### config.mk
export PLATFORM = sky130hd
export DESIGN_NAME = led_p2s_8_flat
export DESIGN_NICKNAME = d
export VERILOG_FILES = /design/src/rtl/led_p2s_8_if.sv /design/src/rtl/led_p2s_8.sv /design/src/flat_wrapper.sv
export SDC_FILE = /design/constraint.sdc
export NUM_CORES = 1
export LEC_CHECK = 0
export ABC_AREA = 1
export CORE_UTILIZATION = 55
export CTS_CLUSTER_SIZE = 24
export DETAILED_ROUTE_END_ITERATION = 6
export HOLD_SLACK_MARGIN = 0.08
export PLACE_DENSITY = 0.87
export SLEW_MARGIN = 0
export SYNTH_ARGS = -nofsm -noshare
export SYNTH_HDL_FRONTEND = slang
export SYNTH_SLANG_ARGS = --single-unit
### constraint.sdc
create_clock -name clk -period 3.8 [get_ports clk]
set_input_delay 0.57 -clock clk [delete_from_list [all_inputs] [get_ports clk]]
set_output_delay 0.57 -clock clk [all_outputs]
set_load 0.005 [all_outputs]
### src/rtl/led_p2s_8_if.sv
// led_p2s_8_if: controller-side handshake and serial chain signals of the parallel-to-serial driver
interface led_p2s_8_if #(parameter int DW = 8);
    logic          start;
    logic [DW-1:0] p_data;
    logic          busy;
    logic          done;
    logic          s_clk;
    logic          s_data;
    logic          s_latch;
    logic          s_clrn;
    modport master (output start, p_data, input busy, done, s_clk, s_data, s_latch, s_clrn);
    modport slave  (input start, p_data, output busy, done, s_clk, s_data, s_latch, s_clrn);
endinterface

### src/rtl/led_p2s_8.sv
// led_p2s_8: shifts a captured parallel word into a 74HC595-style chain with divided clock, latch pulse and done
module led_p2s_8 #(
    parameter int DW        = 8,
    parameter int DIV       = 2,
    parameter bit MSB_FIRST = 1'b1
) (
    input logic         clk,
    input logic         rst_n,
    led_p2s_8_if.slave  bus
);
    localparam int CW = $clog2(DIV) + 1;
    localparam int BW = $clog2(DW) + 1;
    typedef enum logic [2:0] {IDLE, SHIFT_LO, SHIFT_HI, LATCH, DONE} state_t;
    state_t        state;
    logic [DW-1:0] sr;
    logic [CW-1:0] cnt;
    logic [BW-1:0] bc;
    logic          last;
    logic          bit_cur;
    logic [DW-1:0] sr_nx;
    assign last    = cnt == CW'(DIV - 1);
    assign bit_cur = MSB_FIRST ? sr[DW-1] : sr[0];
    assign sr_nx   = MSB_FIRST ? sr << 1 : sr >> 1;
    // Outputs are decoded from the current state, so they trail the state register by one edge.
    always_ff @(posedge clk or negedge rst_n) begin
        if (!rst_n) begin
            state       <= IDLE;
            sr          <= '0;
            cnt         <= '0;
            bc          <= '0;
            bus.busy    <= 1'b0;
            bus.done    <= 1'b0;
            bus.s_clk   <= 1'b1;
            bus.s_data  <= 1'b0;
            bus.s_latch <= 1'b0;
            bus.s_clrn  <= 1'b0;
        end else begin
            bus.s_clrn  <= 1'b1;
            bus.busy    <= state != IDLE;
            bus.done    <= state == DONE;
            bus.s_clk   <= state != SHIFT_LO;
            bus.s_latch <= state == LATCH;
            if (state == SHIFT_LO) bus.s_data <= bit_cur;
            case (state)
                IDLE: if (bus.start) begin
                    sr    <= bus.p_data;
                    bc    <= '0;
                    cnt   <= '0;
                    state <= SHIFT_LO;
                end
                SHIFT_LO: begin
                    cnt <= last ? '0 : cnt + CW'(1);
                    if (last) state <= SHIFT_HI;
                end
                SHIFT_HI: begin
                    cnt <= last ? '0 : cnt + CW'(1);
                    if (last) begin
                        sr    <= sr_nx;
                        bc    <= bc == BW'(DW - 1) ? bc : bc + BW'(1);
                        state <= bc == BW'(DW - 1) ? LATCH : SHIFT_LO;
                    end
                end
                LATCH: begin
                    cnt <= last ? '0 : cnt + CW'(1);
                    if (last) state <= DONE;
                end
                DONE:    state <= IDLE;
                default: state <= IDLE;
            endcase
        end
    end
endmodule

### src/flat_wrapper.sv
// flat-port wrapper written by rule: the top's interface ports become plain ports
module led_p2s_8_flat 
#(
    parameter int DW        = 8,
    parameter int DIV       = 2,
    parameter bit MSB_FIRST = 1'b1
)
  (clk, rst_n, bus_start, bus_p_data, bus_busy, bus_done, bus_s_clk, bus_s_data, bus_s_latch, bus_s_clrn);
  led_p2s_8_if #(.DW(DW)) bus_i ();
  input logic clk;
  input logic rst_n;
  input wire logic [$bits(bus_i.start)-1:0] bus_start;
  input wire logic [$bits(bus_i.p_data)-1:0] bus_p_data;
  output wire logic [$bits(bus_i.busy)-1:0] bus_busy;
  output wire logic [$bits(bus_i.done)-1:0] bus_done;
  output wire logic [$bits(bus_i.s_clk)-1:0] bus_s_clk;
  output wire logic [$bits(bus_i.s_data)-1:0] bus_s_data;
  output wire logic [$bits(bus_i.s_latch)-1:0] bus_s_latch;
  output wire logic [$bits(bus_i.s_clrn)-1:0] bus_s_clrn;
  assign bus_i.start = bus_start;
  assign bus_i.p_data = bus_p_data;
  assign bus_busy = bus_i.busy;
  assign bus_done = bus_i.done;
  assign bus_s_clk = bus_i.s_clk;
  assign bus_s_data = bus_i.s_data;
  assign bus_s_latch = bus_i.s_latch;
  assign bus_s_clrn = bus_i.s_clrn;
  led_p2s_8 #(.DW(DW), .DIV(DIV), .MSB_FIRST(MSB_FIRST)) u_core (.clk(clk), .rst_n(rst_n), .bus(bus_i));
endmodule
== Word-level counts from Yosys, hierarchy flattened ==
Cells that the tools add are included.

* Register bits: 23
* Input port bits: 11
* Logic and storage cells: 49

* $add $sub $neg: 2
* Equal/unequal tests: 12
* Muxes and demuxes: 16
* Reductions and logical operators: 9

{| class="wikitable"
|+ Operators with widths
! cell !! number
|-
| $mux W8 || 2
|-
| $pmux W8 S2 || 1
|-
| $mux W3 || 4
|-
| $mux W4 || 3
|-
| $pmux W3 S4 || 1
|-
| $pmux W4 S2 || 1
|-
| $reduce_and A4 Y1 || 2
|-
| $eq A3 B2 Y1 const B || 2
|-
| $mux W2 || 3
|-
| $ne A2 B1 Y1 const B || 3
|-
| $add A4 B1 Y4 const B || 1
|-
| $eq A4 B3 Y1 const B || 1
|-
| $ne A2 B2 Y1 const B || 2
|-
| $pmux W2 S2 || 1
|-
| $reduce_bool A2 Y1 || 2
|-
| $eq A3 B1 Y1 const B || 1
|-
| $eq A3 B3 Y1 const B || 1
|-
| $logic_not A3 Y1 || 1
|-
| $ne A3 B1 Y1 const B || 1
|-
| $reduce_and A3 Y1 || 1
|-
| $reduce_bool A3 Y1 || 1
|-
| $reduce_or A3 Y1 || 1
|-
| $add A2 B1 Y2 const B || 1
|-
| $eq A2 B1 Y1 const B || 1
|-
| $reduce_and A2 Y1 || 1
|}

== Longest topological paths before layout ==
* Word-level depth: 4
* Gate-level depth with buffers: 7
* Mapped depth without buffers: 7

== Worst setup path before layout ==
OpenSTA, ideal clock, no wires.

* Kind: reg-to-reg
* Start: reg u_core.bc[0]
* End: reg u_core.bc[3]
* Library setup time: 0.116 ns
* Arrival: 1.082 ns
* Setup slack: 2.601 ns
* Stages on the path, launching flop included: 8
* Clock period less this slack: 1.199 ns
* Path through: dfrtp_1 -> ha_1 -> nand2_1 -> nor2_1 -> o21ai_2 -> nand2_2 -> nand2_1 -> nand2_1

* Longest elaborated chain between the ends: 4

{| class="wikitable"
|+ RTL lines
! item !! line !! RTL
|-
| start, declared || led_p2s_8.sv:17 || <nowiki>logic [BW-1:0] bc;</nowiki>
|-
| start signal, assigned || led_p2s_8.sv:59 || <nowiki>bc <= bc == BW'(DW - 1) ? bc : bc + BW'(1);</nowiki>
|-
| $add A4 B1 Y4 || led_p2s_8.sv:59 ||
|-
| $mux W4 || led_p2s_8.sv:59 ||
|-
| $mux W4 || led_p2s_8.sv:57 || <nowiki>if (last) begin</nowiki>
|-
| $pmux W4 S2 || led_p2s_8.sv:44 || <nowiki>case (state)</nowiki>
|}

Several ways; a longest one is shown, not always the timed one. The select of a mux whose other input is x is not followed.
A chain may end at the register's enable or synchronous reset.

== Worst setup path after layout ==
* Start: reg u_core.bus.s_clk
* End: out bus_s_clk

{| class="wikitable"
|+ RTL lines
! item !! line !! RTL
|-
| start, declared || led_p2s_8_if.sv:12 || <nowiki>modport slave (input start, p_data, output busy, done, s_clk, s_data, s_latch, s_clrn);</nowiki>
|-
| start signal, assigned || led_p2s_8.sv:33 || <nowiki>bus.s_clk <= 1'b1;</nowiki>
|-
| start signal, assigned || led_p2s_8.sv:41 || <nowiki>bus.s_clk <= state != SHIFT_LO;</nowiki>
|-
| end, declared || flat_wrapper.sv:16 || <nowiki>output wire logic [$bits(bus_i.s_clk)-1:0] bus_s_clk;</nowiki>
|}

No word-level cell between the ends.

==> metrics.yaml <==
utilization_pct: 72.8
crit_chain: "clkdlybuf4s50_1"
fp-row-count: 15
synthesis.nets: 152
hold_viol: 0
syn_area_um2: 1110
fin_skew_ns: 0.00166
postCtsSetupRepairBufs: 0
num_antenna_cells: 0
grt_max_degree: 24
p_leak_nw: 0.687
cp-start-kind: "flip-flop"
hpwl_um: 1490
rsz0062_at_grt: "false"
worstHoldPathCells: 2
max_slew_margin_pct: 33.9
ys_types: 23
synthAdderAreaFrac_pct: 1.12
end_kind: "output pin"
fp.dieH_um: 47.0
clkSinkCount: 23
async_reset_ff_share_pct: 100
synth-xor-area-share_pct: 0.787
syn_to_final_growth_pct: 17.9
synth_compound_area_share_pct: 4.50
synth_top_area_share_pct: 49.5
mostFrequentLayoutCell: "nand2_1"
place_ws_ns: 1.93
io_pins: 17
fin_crit_ns: 1.91
synth_top_family_by_area: "simple AND/OR/NAND/NOR gates"
whs_endpoint: "u_core.bus.s_data"
setup-violations-final: 0
core_um2: 1800
outcome: "finished clean"
drt-vias-per-instance: 5.01
grt-ovfl-total: 0
hp-start: "u_core.bus.s_data"
synth_flop_cell: "dfrtp_1"
ys_warn_count: 0
r2r_start: "u_core.state[0]"
synth_mux_area_share_pct: 0
worstMarginPinSlew_ns: 0.988
initial_utilization_pct: 61.7
cp_slowest_cell: "dfstp_2"
syn_inst: 140
clk_latency_ns: 0.32
synth_top_area_cell: "dfrtp_1"
yosys.area_share.simple_pct: 35.3
regToRegSetupSlack_ns: 2.38
antenna_found_initial: 0
slowest_delay_ns: 0.54
holdCritPathClass: "reg -> reg"
slew_violations: 0
clockRootBuffer: "clkbuf_4"
final_cell_mix: "nand2_1 (67), dfrtp_1 (22), clkdlybuf4s50_1 (16)"
crit_family: "flip-flops"
cts_buffer_depth: 2
synth-seq-cells: 23
htreeDepth: 1
placed_area_um2: 1280
synth-edff-count: 0
power.density_nw_per_um2: 723
drive_gt1_share_pct: 9.49
cts_tree: "yes"
layout_setup_ws_ns: 1.89
grt_pass1_vias: 812
die_width_um: 47.0
synthTopCellsByArea: "dfrtp_1 (49%), nand2_1 (23%), inv_1 (3.7%)"
grt_pass1_wl_um: 3280
required_ns: 3.23
port_buffers: 16
globalplace.congestion: 0.803
period_share_pct: 50.3
ys_seq_area_share_pct: 51.9
post_cts_resize_count: 0
worstRegToRegCells: 6
cp.arrival_ns: 1.34
clk_pin_slew_ns: 0.13
avgSynthCellArea_um2: 7.95
r2r-end: "u_core.sr[3]"
routed_wl_um: 1990
cts_buffers: 3
wire_per_inst_um: 10.9
cp_max_fo: 1
track_usage_pct: 22.5
path_class: "reg -> out"
peakVddDrop_mv: 0.445
fin_area_um2: 1310
cts_hold_buf: 0
first_iter_violations: 29
num_vias: 916
final.setup.tns_ns: 0
drc: 0
maxCapViolCount: 0
antenna_left: 0
fmax_mhz: 524
drtPass1Iterations: 4
critPathBufInv: 1
fin_nets: 171
fp.dieArea_um2: 2210
==> tightest hold or removal path, stage by stage, from the launching register on <==
cell and delay [ns]:
dfrtp_1 0.37, nand2_1 0.05, nand2_1 0.05
==> through the flow <==
stage	hold slack, ns	cells	power, W
after floorplan	0.274	140	0.000726
after global placement	0.458	179	0.000811
after detailed placement	0.464	179	0.000833
after CTS	0.497	183	0.000952
after global routing	0.526	183	0.00103
final	0.495	183	0.000948
==> layout make-up <==
class / instances / area (um^2)
Clock inverter: 1 / 7.51
Fill cell: 148 / 490
Multi-Input combinational cell: 103 / 468
Clock buffer: 3 / 22.5
Inverter: 12 / 45.0
Timing Repair Buffer: 16 / 160
Sequential cell: 23 / 577
Tap cell: 25 / 31.3
==> synthesized netlist by cell type, types with 2 or more instances <==
master,n
o21ai_0,2
nand2_2,2
nor2_1,7
nand2_1,67
nand3_2,2
inv_1,11
nand3_1,8
a21oi_1,2
buf_6,2
nor2_2,2
o21ai_2,2
dfrtp_1,22
==> metal layers <==
metal,part of all wire (%),global-route usage [%],wire length (um),up-vias
li1,-,-,-,469
met1,42,26.1,837,415
met2,50,37.2,986,27
met3,5.8,6.15,116,5
met4,2.4,13.1,47,0
met5,0,0,0,-
==> power breakdown <==
| group | internal (W) | leakage (nW) | switching [W] |
|---|---|---|---|
| Sequential | 0.000339 | 0.291 | 0.0000624 |
| Combinational | 0.000161 | 0.382 | 0.000267 |
| Clock | 0.0000403 | 0.0139 | 0.0000776 |
==> worst max path at each step <==
stage,slack [ns],to,cells past startpoint,from
2_1_floorplan,2.60,u_core.bc[3],7,u_core.bc[0]
3_3_place_gp,1.99,u_core.sr[7],7,bus_start
3_5_place_dp,1.93,u_core.sr[5],7,bus_start
4_1_cts,1.88,bus_s_clk,1,u_core.bus.s_clk
5_1_grt,1.85,bus_s_clk,1,u_core.bus.s_clk
6_report,1.89,bus_s_clk,1,u_core.bus.s_clk
==> cells by family after synthesis <==
kind of cell             count (synthesis)
AO/OA/AOI/OAI                            8
XOR/XNOR                                 1
adder cells (fa/ha/maj)                  1
buffers and inverters                   14
flip-flops                              23
other                                    1
AND/OR/NAND/NOR                         92
==> flip-flops by register name, summed over array words and instances, names as in the netlist <==
name and flops:
u_core.bus.done 1, u_core.bus.s_clrn 1, u_core.bus.s_data 1, u_core.sr 8, u_core.bus.s_latch 1, u_core.bus.s_clk 1
u_core.state 3, u_core.cnt 2, u_core.bc 4, u_core.bus.busy 1
No activity file was read; power rests on OpenSTA's default activity.
